`src/rtl/stride_burst_writer_pkg.sv`:
```
// stride_burst_writer_pkg
//   Shared definitions for the stride burst writer: FSM state encoding,
//   4 KiB page constants and small sizing helpers used by the top and
//   the burst FIFO.
package stride_burst_writer_pkg;

  // Writer FSM states.
  typedef enum logic [2:0] {
    ST_IDLE    = 3'd0,
    ST_COLLECT = 3'd1,
    ST_ISSUE   = 3'd2,
    ST_DRAIN   = 3'd3,
    ST_DONE    = 3'd4
  } state_t;

  // 4 KiB page: bursts may not cross it when the split feature is built.
  localparam int PAGE_BYTES    = 4096;
  localparam int PAGE_OFFSET_W = 12;

  // Bytes carried by one stream beat.
  function automatic int bytes_per_beat(input int data_width);
    return data_width / 8;
  endfunction

  // Counter width able to hold 0..burst_len inclusive.
  function automatic int cnt_width(input int burst_len);
    return $clog2(burst_len + 1);
  endfunction

  // Minimum Cmd_Len width: must encode burst_len-1.
  function automatic int len_width_for(input int burst_len);
    return (burst_len > 1) ? $clog2(burst_len) : 1;
  endfunction

endpackage

```
`src/rtl/stride_burst_fifo.sv`:
```
// stride_burst_fifo
//   Synchronous first-word fall-through FIFO holding one burst of beats.
//   The head entry is visible on o_rd_data whenever o_empty is low; a read
//   pops it. DEPTH must be a power of two so the pointers wrap naturally.
// Ports:
//   clk, rst          clock, asynchronous active-high reset (clears pointers)
//   i_wr_en/i_wr_data push one entry (ignored when full)
//   i_rd_en           pop the head entry (ignored when empty)
//   o_rd_data         head entry (undefined while empty)
//   o_empty/o_full    occupancy flags
module stride_burst_fifo
  import stride_burst_writer_pkg::*;
#(
  parameter int WIDTH = 128,
  parameter int DEPTH = 16
) (
  input  logic             clk,
  input  logic             rst,
  input  logic             i_wr_en,
  input  logic [WIDTH-1:0] i_wr_data,
  input  logic             i_rd_en,
  output logic [WIDTH-1:0] o_rd_data,
  output logic             o_empty,
  output logic             o_full
);

  localparam int PTR_W = (DEPTH > 1) ? $clog2(DEPTH) : 1;

  logic [WIDTH-1:0] r_mem [DEPTH];
  logic [PTR_W-1:0] r_wr_ptr;
  logic [PTR_W-1:0] r_rd_ptr;
  logic [PTR_W:0]   r_count;
  logic             w_wr;
  logic             w_rd;

  assign w_wr = i_wr_en && !o_full;
  assign w_rd = i_rd_en && !o_empty;

  assign o_empty   = (r_count == '0);
  assign o_full    = (r_count == (PTR_W+1)'(DEPTH));
  assign o_rd_data = r_mem[r_rd_ptr];

  // Storage carries no reset: contents are meaningless once pointers clear.
  always_ff @(posedge clk) begin
    if (w_wr) begin
      r_mem[r_wr_ptr] <= i_wr_data;
    end
  end

  always_ff @(posedge clk or posedge rst) begin
    if (rst) begin
      r_wr_ptr <= '0;
      r_rd_ptr <= '0;
      r_count  <= '0;
    end else begin
      if (w_wr) begin
        r_wr_ptr <= r_wr_ptr + 1'b1;
      end
      if (w_rd) begin
        r_rd_ptr <= r_rd_ptr + 1'b1;
      end
      case ({w_wr, w_rd})
        2'b10:   r_count <= r_count + 1'b1;
        2'b01:   r_count <= r_count - 1'b1;
        default: r_count <= r_count;
      endcase
    end
  end

endmodule

```
`src/rtl/stride_burst_writer.sv`:
```
// stride_burst_writer
//   Cuts a packed beat stream into bursts of at most BURST_LEN beats for a
//   DMA write engine. Each burst is first collected into a local FIFO, then
//   one write command (address, beats-1) is issued, then the buffered beats
//   are drained with M_Last on the final beat of the burst. The destination
//   address starts at Base_Addr (latched by Start) and advances by the
//   burst size after each burst. Write_Complete pulses once the burst that
//   carried the frame-last beat has fully drained.
//
//   Optional feature (macro STRIDE_BURST_4K_SPLIT_EN): the per-burst limit is
//   shortened so that no burst crosses a 4 KiB page boundary.
//
// Ports:
//   clk, rst                 clock, asynchronous active-high reset
//   Start, Base_Addr         arm the block and latch the frame base address
//   S_Data/S_Valid/S_Ready/S_Last   input beat stream with frame-last marker
//   Cmd_Valid/Cmd_Ready/Cmd_Addr/Cmd_Len   write command (Cmd_Len = beats-1)
//   M_Data/M_Valid/M_Ready/M_Last   output beat stream, M_Last ends a burst
//   Write_Complete           one-cycle pulse after the frame drains
//   Busy                     high whenever the FSM is not IDLE
//
// Handshakes: every channel transfers on a clock edge where valid and ready
// are both high. Once a valid is raised, it and its payload stay unchanged
// until that transfer happens; ready may toggle freely.
module stride_burst_writer
  import stride_burst_writer_pkg::*;
#(
  parameter int DATA_WIDTH = 128,
  parameter int ADDR_WIDTH = 32,
  parameter int BURST_LEN  = 16,
  parameter int LEN_WIDTH  = 8
) (
  input  logic                  clk,
  input  logic                  rst,
  input  logic                  Start,
  input  logic [ADDR_WIDTH-1:0] Base_Addr,
  input  logic [DATA_WIDTH-1:0] S_Data,
  input  logic                  S_Valid,
  output logic                  S_Ready,
  input  logic                  S_Last,
  output logic                  Cmd_Valid,
  input  logic                  Cmd_Ready,
  output logic [ADDR_WIDTH-1:0] Cmd_Addr,
  output logic [LEN_WIDTH-1:0]  Cmd_Len,
  output logic [DATA_WIDTH-1:0] M_Data,
  output logic                  M_Valid,
  input  logic                  M_Ready,
  output logic                  M_Last,
  output logic                  Write_Complete,
  output logic                  Busy
);

  localparam int BYTES_PER_BEAT = bytes_per_beat(DATA_WIDTH);
  localparam int CNT_W          = cnt_width(BURST_LEN);
  localparam int MIN_LEN_W      = len_width_for(BURST_LEN);

  if (LEN_WIDTH < MIN_LEN_W) begin : g_len_width_check
    $error("LEN_WIDTH cannot encode BURST_LEN-1");
  end

  state_t                r_state;
  state_t                w_state_next;
  logic [ADDR_WIDTH-1:0] r_cur_addr;
  logic [CNT_W-1:0]      r_beat_cnt;
  logic [CNT_W-1:0]      r_drain_cnt;
  logic                  r_frame_done;
  logic                  r_cmd_valid;
  logic [ADDR_WIDTH-1:0] r_cmd_addr;
  logic [LEN_WIDTH-1:0]  r_cmd_len;
  logic [CNT_W-1:0]      w_burst_limit;

  logic                  w_s_ready;
  logic                  w_s_accept;
  logic                  w_burst_end;
  logic                  w_cmd_fire;
  logic                  w_m_valid;
  logic                  w_m_last;
  logic                  w_m_accept;
  logic                  w_last_fire;
  logic [ADDR_WIDTH-1:0] w_next_addr;
  logic [DATA_WIDTH-1:0] w_fifo_head;
  logic                  w_fifo_empty;
  logic                  w_fifo_full;

  // ------------------------------------------------------------------
  // Burst limit
  // ------------------------------------------------------------------
`ifdef STRIDE_BURST_4K_SPLIT_EN
  logic [CNT_W-1:0] r_burst_limit;

  // Beats that fit before the next 4 KiB boundary, capped at BURST_LEN.
  // Addresses are beat-aligned, so at least one beat always fits.
  function automatic logic [CNT_W-1:0] limit_for(input logic [ADDR_WIDTH-1:0] addr);
    logic [PAGE_OFFSET_W:0] room_bytes;
    logic [PAGE_OFFSET_W:0] room_beats;
    room_bytes = (PAGE_OFFSET_W+1)'(PAGE_BYTES) - {1'b0, addr[PAGE_OFFSET_W-1:0]};
    room_beats = room_bytes / (PAGE_OFFSET_W+1)'(BYTES_PER_BEAT);
    if (room_beats >= (PAGE_OFFSET_W+1)'(BURST_LEN)) begin
      return CNT_W'(BURST_LEN);
    end
    return CNT_W'(room_beats);
  endfunction

  // Recomputed on every entry to COLLECT from the address the burst will use.
  always_ff @(posedge clk or posedge rst) begin
    if (rst) begin
      r_burst_limit <= '0;
    end else if (r_state == ST_IDLE && Start) begin
      r_burst_limit <= limit_for(Base_Addr);
    end else if (w_last_fire) begin
      r_burst_limit <= limit_for(w_next_addr);
    end
  end

  assign w_burst_limit = r_burst_limit;
`else
  assign w_burst_limit = CNT_W'(BURST_LEN);
`endif

  // ------------------------------------------------------------------
  // Handshake decode
  // ------------------------------------------------------------------
  assign w_s_ready  = (r_state == ST_COLLECT) && (r_beat_cnt < w_burst_limit) && !w_fifo_full;
  assign w_s_accept = S_Valid && w_s_ready;
  // A burst closes on the beat that reaches the limit or carries S_Last;
  // when both coincide it still closes only once.
  assign w_burst_end = w_s_accept && (((r_beat_cnt + CNT_W'(1)) == w_burst_limit) || S_Last);
  assign w_cmd_fire  = r_cmd_valid && Cmd_Ready;

  // Beats are only offered in DRAIN, i.e. after the command was accepted.
  assign w_m_valid   = (r_state == ST_DRAIN) && !w_fifo_empty;
  assign w_m_last    = w_m_valid && (r_drain_cnt == (r_beat_cnt - CNT_W'(1)));
  assign w_m_accept  = w_m_valid && M_Ready;
  assign w_last_fire = w_m_accept && w_m_last;

  // Address of the next burst; wraps modulo 2^ADDR_WIDTH.
  assign w_next_addr = r_cur_addr + (ADDR_WIDTH'(r_beat_cnt) * ADDR_WIDTH'(BYTES_PER_BEAT));

  // ------------------------------------------------------------------
  // Burst buffer
  // ------------------------------------------------------------------
  stride_burst_fifo #(
    .WIDTH (DATA_WIDTH),
    .DEPTH (BURST_LEN)
  ) u_fifo (
    .clk       (clk),
    .rst       (rst),
    .i_wr_en   (w_s_accept),
    .i_wr_data (S_Data),
    .i_rd_en   (w_m_accept),
    .o_rd_data (w_fifo_head),
    .o_empty   (w_fifo_empty),
    .o_full    (w_fifo_full)
  );

  // ------------------------------------------------------------------
  // FSM
  // ------------------------------------------------------------------
  always_ff @(posedge clk or posedge rst) begin
    if (rst) begin
      r_state <= ST_IDLE;
    end else begin
      r_state <= w_state_next;
    end
  end

  always_comb begin
    w_state_next = r_state;
    case (r_state)
      ST_IDLE: begin
        if (Start) begin
          w_state_next = ST_COLLECT;
        end
      end
      ST_COLLECT: begin
        if (w_burst_end) begin
          w_state_next = ST_ISSUE;
        end
      end
      ST_ISSUE: begin
        if (w_cmd_fire) begin
          w_state_next = ST_DRAIN;
        end
      end
      ST_DRAIN: begin
        if (w_last_fire) begin
          w_state_next = r_frame_done ? ST_DONE : ST_COLLECT;
        end
      end
      ST_DONE: begin
        w_state_next = ST_IDLE;
      end
      default: begin
        w_state_next = ST_IDLE;
      end
    endcase
  end

  // ------------------------------------------------------------------
  // Counters, address and frame flag
  // ------------------------------------------------------------------
  always_ff @(posedge clk or posedge rst) begin
    if (rst) begin
      r_cur_addr   <= '0;
      r_beat_cnt   <= '0;
      r_drain_cnt  <= '0;
      r_frame_done <= 1'b0;
    end else begin
      if (r_state == ST_IDLE && Start) begin
        r_cur_addr <= Base_Addr;
      end else if (w_last_fire) begin
        r_cur_addr <= w_next_addr;
      end

      if (w_last_fire) begin
        r_beat_cnt <= '0;
      end else if (w_s_accept) begin
        r_beat_cnt <= r_beat_cnt + CNT_W'(1);
      end

      if (w_last_fire) begin
        r_drain_cnt <= '0;
      end else if (w_m_accept) begin
        r_drain_cnt <= r_drain_cnt + CNT_W'(1);
      end

      if (w_s_accept && S_Last) begin
        r_frame_done <= 1'b1;
      end else if (r_state == ST_DONE) begin
        r_frame_done <= 1'b0;
      end
    end
  end

  // ------------------------------------------------------------------
  // Command register: loaded as the burst closes, held until accepted.
  // ------------------------------------------------------------------
  always_ff @(posedge clk or posedge rst) begin
    if (rst) begin
      r_cmd_valid <= 1'b0;
      r_cmd_addr  <= '0;
      r_cmd_len   <= '0;
    end else if (r_state == ST_COLLECT && w_burst_end) begin
      r_cmd_valid <= 1'b1;
      r_cmd_addr  <= r_cur_addr;
      // The closing beat is not yet counted, so the pre-increment count
      // is already "beats minus one".
      r_cmd_len   <= LEN_WIDTH'(r_beat_cnt);
    end else if (w_cmd_fire) begin
      r_cmd_valid <= 1'b0;
      r_cmd_addr  <= '0;
      r_cmd_len   <= '0;
    end
  end

  // ------------------------------------------------------------------
  // Outputs
  // ------------------------------------------------------------------
  assign S_Ready        = w_s_ready;
  assign Cmd_Valid      = r_cmd_valid;
  assign Cmd_Addr       = r_cmd_addr;
  assign Cmd_Len        = r_cmd_len;
  // Data is zeroed while not valid so stale FIFO storage never shows.
  assign M_Data         = w_m_valid ? w_fifo_head : '0;
  assign M_Valid        = w_m_valid;
  assign M_Last         = w_m_last;
  assign Write_Complete = (r_state == ST_DONE);
  assign Busy           = (r_state != ST_IDLE);

endmodule
```
`config.mk`:
```
export PLATFORM = sky130hd
export DESIGN_NAME = stride_burst_writer
export DESIGN_NICKNAME = d
export VERILOG_FILES = /design/src/rtl/stride_burst_writer_pkg.sv /design/src/rtl/stride_burst_fifo.sv /design/src/rtl/stride_burst_writer.sv
export SDC_FILE = /design/constraint.sdc
export NUM_CORES = 2
export LEC_CHECK = 0
export CORE_UTILIZATION = 52
export CTS_BUF_LIST = sky130_fd_sc_hd__clkbuf_4
export CTS_CLUSTER_DIAMETER = 150
export DETAILED_ROUTE_END_ITERATION = 6
export GPL_ROUTABILITY_DRIVEN = 0
export PLACE_DENSITY = 0.76
export SLEW_MARGIN = 25
export SYNTH_ARGS = -nofsm -noshare
export SYNTH_HDL_FRONTEND = slang
export SYNTH_SLANG_ARGS = --single-unit
```
`constraint.sdc`:
```
create_clock -name clk -period 11.46 [get_ports clk]
set_input_delay 2.292 -clock clk [delete_from_list [all_inputs] [get_ports clk]]
set_output_delay 2.292 -clock clk [all_outputs]
set_load 0.05 [all_outputs]
```
* Yosys cells after proc, flatten, opt, wreduce, memory -nomap -nowiden
Memories as Yosys holds them, arrays and structs flattened.
Cells that the tools add are included.
** Word-level totals
- Register bits :: 100
- Memory bits (writable) :: 2048
- Input port bits :: 167
- Word-level logic and storage cells :: 85
- Memories kept :: 1
** Cells by class
- Add/sub/neg operators :: 8
- Order comparisons :: 1
- Equal/unequal tests :: 13
- Muxes and demuxes :: 24
- Reduce and logical (&&, ||, !) cells :: 27
** Memories
- u_fifo.r_mem :: depth 16, width 128, rd ports 1, clocked after Yosys merged registers in 0, wr ports 1, line stride_burst_fifo.sv:29 : logic [WIDTH-1:0] r_mem [DEPTH];
** Operator list (count)
- $mux W128 :: 1
- $mux W32 :: 4
- $add A32 B9 Y32 :: 1
- $mux W5 :: 4
- $mux W8 :: 2
- $add A5 B1 Y5 const B :: 3
- $mux W3 :: 5
- $logic_and A1 B1 Y1 :: 14
- $pmux W3 S4 :: 1
- $reduce_bool A2 Y1 :: 6
- $eq A5 B5 Y1 const B :: 2
- $pmux W5 S2 :: 1
- $sub A5 B1 Y5 const B :: 2
- $add A4 B1 Y4 const B :: 2
- $ne A2 B2 Y1 const B :: 4
- $eq A3 B2 Y1 const B :: 2
- $mux W1 :: 6
- $eq A5 B5 Y1 :: 1
- $logic_not A5 Y1 :: 1
- $lt A5 B5 Y1 const B :: 1
- $reduce_and A4 Y1 :: 1
- $eq A3 B1 Y1 const B :: 1
- $eq A3 B3 Y1 const B :: 1
- $logic_not A3 Y1 :: 1
- 5 further kinds :: 6

* Logic depth before layout (Yosys ltp)
- Depth after elaboration :: 7
- Gate-level depth with buffers :: 17

* Hierarchy
From an unflattened synthesis, not the netlist that was laid out.
** Unflattened totals
- Cells, all modules :: 4458
- Area, all modules :: 84319.6 um^2
** Modules (own cells, without submodules)
- stride_burst_fifo :: times used 1, cells an instance 3886, area an instance 79104.6 um^2, seq. area each 61824.3 um^2
- stride_burst_writer :: times used 1, cells an instance 572, area an instance 5215.0 um^2, seq. area each 2102.0 um^2

* Worst setup path after synthesis
No wires, ideal clock.
- Kind :: input-to-reg
- Start point :: in S_Valid
- End point :: mem u_fifo.r_mem[0][0] (enable)
- Library setup time :: 0.772 ns
- Arrival time :: 11.483 ns
- Required time :: 10.688 ns
- Path slack :: -0.795 ns
- Stages :: 5
- Buffers on the path :: 2
- Cell sequence :: and2_1 > buf_4 > buf_2 > nand2_1 > nor3_1
** Between the ends
- Longest elaborated chain between the ends :: 4
** Ends and longest elaborated chain
- start, declared :: line stride_burst_writer.sv:38 : input logic S_Valid,
- $logic_and A1 B1 Y1 :: line stride_burst_writer.sv:124 : assign w_s_accept = S_Valid && w_s_ready;
- $logic_and A1 B1 Y1 :: line stride_burst_fifo.sv:36 : assign w_wr = i_wr_en && !o_full;
- $mux W1 :: line stride_burst_fifo.sv:45 : if (w_wr) begin
- $mux W1 (not written as such) :: line stride_burst_fifo.sv:46 : r_mem[r_wr_ptr] <= i_wr_data;
- end, declared :: line stride_burst_fifo.sv:29
No other way between the ends.

* Worst setup path after layout
- Start point :: reg u_fifo.r_rd_ptr[1]
- End point :: out M_Data[35]
** Between the ends
- Longest elaborated chain between the ends :: 2
** Ends and longest elaborated chain
- start, declared :: line stride_burst_fifo.sv:31 : logic [PTR_W-1:0] r_rd_ptr;
- start signal, assigned :: line stride_burst_fifo.sv:60 : r_rd_ptr <= r_rd_ptr + 1'b1;
- $mem_v2 Z16 W128
- $mux W128 :: line stride_burst_writer.sv:264 : assign M_Data = w_m_valid ? w_fifo_head : '0;
- end, declared :: line stride_burst_writer.sv:45 : output logic [DATA_WIDTH-1:0] M_Data,
No other way between the ends.

==> metrics.csv <==
metric,value,unit
period_share,0.702,
switchingPower,3.05,mW
drive_gt1_frac,0.343,
via_per_inst,6.05,
whs,0.483,ns
postCtsHoldBufs,0,
synth_top_area_cell,edfxtp_1,
endpoint_kind,primary output,
core.rowCount,145,
cp_data_required_time,9.17,ns
rsz0062_at_grt,false,
dpl_cell_area,88400,um2
htree_levels,6,
ant_nets,0,
cts-root-buf,clkbuf_4,
seq_area_frac_synth,0.775,
clock_path_buffers,4,
max_slew_margin,0.261,
port_buffers,337,
clk_latency,1.34,ns
min_period,8.05,ns
crit_arrival,5.76,ns
cts.clk_slew.worst_paths,0.06,ns
path_class,register to primary output,
yosysUniqueCellTypes,65,
syn_area,82500,um2
yosys.area.top_type_share,0.746,
cap_violations,0,
final_common_cell,edfxtp_1,
vias,40184,
fill_cells,10791,
overflow,0,
cts_setup_buffers,0,
tightest_slew,1.11,ns
setup_viol,0,
core,157000,um2
drv_slew,0,
wl_per_cell,27.9,um
wl,186000,um
synth-edff-count,2048,
p_sw_frac,0.205,
synth-seq-cells,2145,
final_util,0.605,
dp_hpwl,89100,um
multiInputGateArea,17800,um2
cts_resized,0,
drt_pass1_iterations,6,
synth_ff_type,edfxtp_1,
pwr-share-seq,0.578,
dp.cells,5752,
die_w,400,um
grt_max_degree,152,
cts_buffers,552,
ios,341,
grt_pass1_vias,41984,
intPower,11.9,mW
seq_area,63900,um2
die_h,400,um
p_per_area,157,nW/um2
p_leak,29.6,nW
hold_viol,0,
crit_fanout,134,
grt_antenna_before_repair,25,
async_flop_share,0.0452,
fin_skew,0.112,ns
synthTopCellsByArea,"edfxtp_1, mux4_2, dfrtp_1",
max_freq,0.124,GHz
hp-class,register to register,
synth_cells,3476,
yosys_warnings,0,
design_area,94900,um2
drt_iter0_drc,4032,
p_clk_frac,0.410,
fin_nets,4437,
layout.cells.non_filler,6647,
cts_tree,built,
combPwrFrac,0.013,
area_growth,15.1,%
mostFrequentLayoutCells,"edfxtp_1, clkbuf_4, mux4_2, clkdlybuf4s50_1, and2_1",
start_util,0.526,
irDropWorstVdd,0.117,mV
drcViolationCount,0,
grt_pass1_wl,273000,um
dieArea,160000,um2
gr-usage-all-layers,0.234,
clock-sinks,2145,
tns,0,ns
syn_area_per_cell,23.7,um2
outcome,completed,
start_kind,register,
[metal layers]
metal | vias up | routed length, um | GRT usage
met5 | - | 141 | 0
met1 | 21184 | 74500 | 0.321
met3 | 310 | 15600 | 0.0597
li1 | 16670 | - | -
met4 | 20 | 3590 | 0.0692
met2 | 2000 | 91900 | 0.375
[power by group through the flow]
stage	clock network [mW]	logic [mW]	registers, mW
floorplan	0	0.0378	8.77
global placement	0	0.175	8.78
detailed placement	0	0.187	8.78
CTS	6.28	0.188	8.61
global route	6.66	0.206	8.61
finish	6.11	0.187	8.61
[cells in the mapped netlist, types with 15 or more instances]
cell / count
edfxtp_1: 2048
mux4_2: 640
and2_1: 130
clkbuf_1: 102
dfrtp_1: 97
nand2_1: 70
buf_2: 69
nor2_1: 39
a22o_1: 37
xnor2_1: 31
ha_1: 17
o21ai_0: 15
[registers in the layout (all words and copies together), names as in the netlist]
register	count
Cmd_Addr	32
Cmd_Len	5
Cmd_Valid	1
r_beat_cnt	5
r_cur_addr	32
r_drain_cnt	5
r_frame_done	1
r_state	3
u_fifo.r_count	5
u_fifo.r_mem	2048
u_fifo.r_rd_ptr	4
u_fifo.r_wr_ptr	4
[final cells by class]
class | instances | area share
diodes | 15 | 0.000396
multi-input cells | 1129 | 0.188
inverters | 13 | 0.000541
well taps | 2058 | 0.0271
clock buffers | 766 | 0.0606
clock inverters | 110 | 0.00645
flip-flops and latches | 2145 | 0.674
repair buffers | 411 | 0.0432
[worst max-delay path, stage by stage, from the launching register on]
cell and delay, ns:
dfrtp_4 1.01, buf_12 0.53, buf_4 0.65, mux4_2 0.43
mux4_2 0.54, and2_1 0.20, clkdlybuf4s50_1 0.70
[worst paths after layout]
check / start / to / slack (ns) / depth (start not counted)
max: u_fifo.r_rd_ptr[1] / M_Data[35] / 3.41 / 6
min: Cmd_Len[4] / Cmd_Len[4] / 0.48 / 1
max reg2reg: u_fifo.r_count[1] / u_fifo.r_mem[6][124] / 6.91 / 8
min reg2reg: Cmd_Len[4] / Cmd_Len[4] / 0.48 / 1
max in group asynchronous: rst / Cmd_Addr[27] / 8.78 / 3
min in group asynchronous: rst / u_fifo.r_rd_ptr[2] / 1.34 / 2
[stage by stage]
step,power [mW],setup slack (ns)
after detailed placement,8.97,4.88
after floorplan,8.81,2.64
final,14.9,3.41
after global placement,8.95,4.91
after CTS,15.1,3.33
after global routing,15.5,3.21
[cell families after synthesis]
| group | synth area share |
|---|---|
| flops | 0.775 |
| mux | 0.175 |
| simple gates | 0.0213 |
| buf+inv | 0.0108 |
| compound gates | 0.0106 |
| xor+xnor | 0.00435 |
| fa+ha+maj | 0.00282 |
| other cells | 0.0000455 |
(Power assumes the default switching activity.)
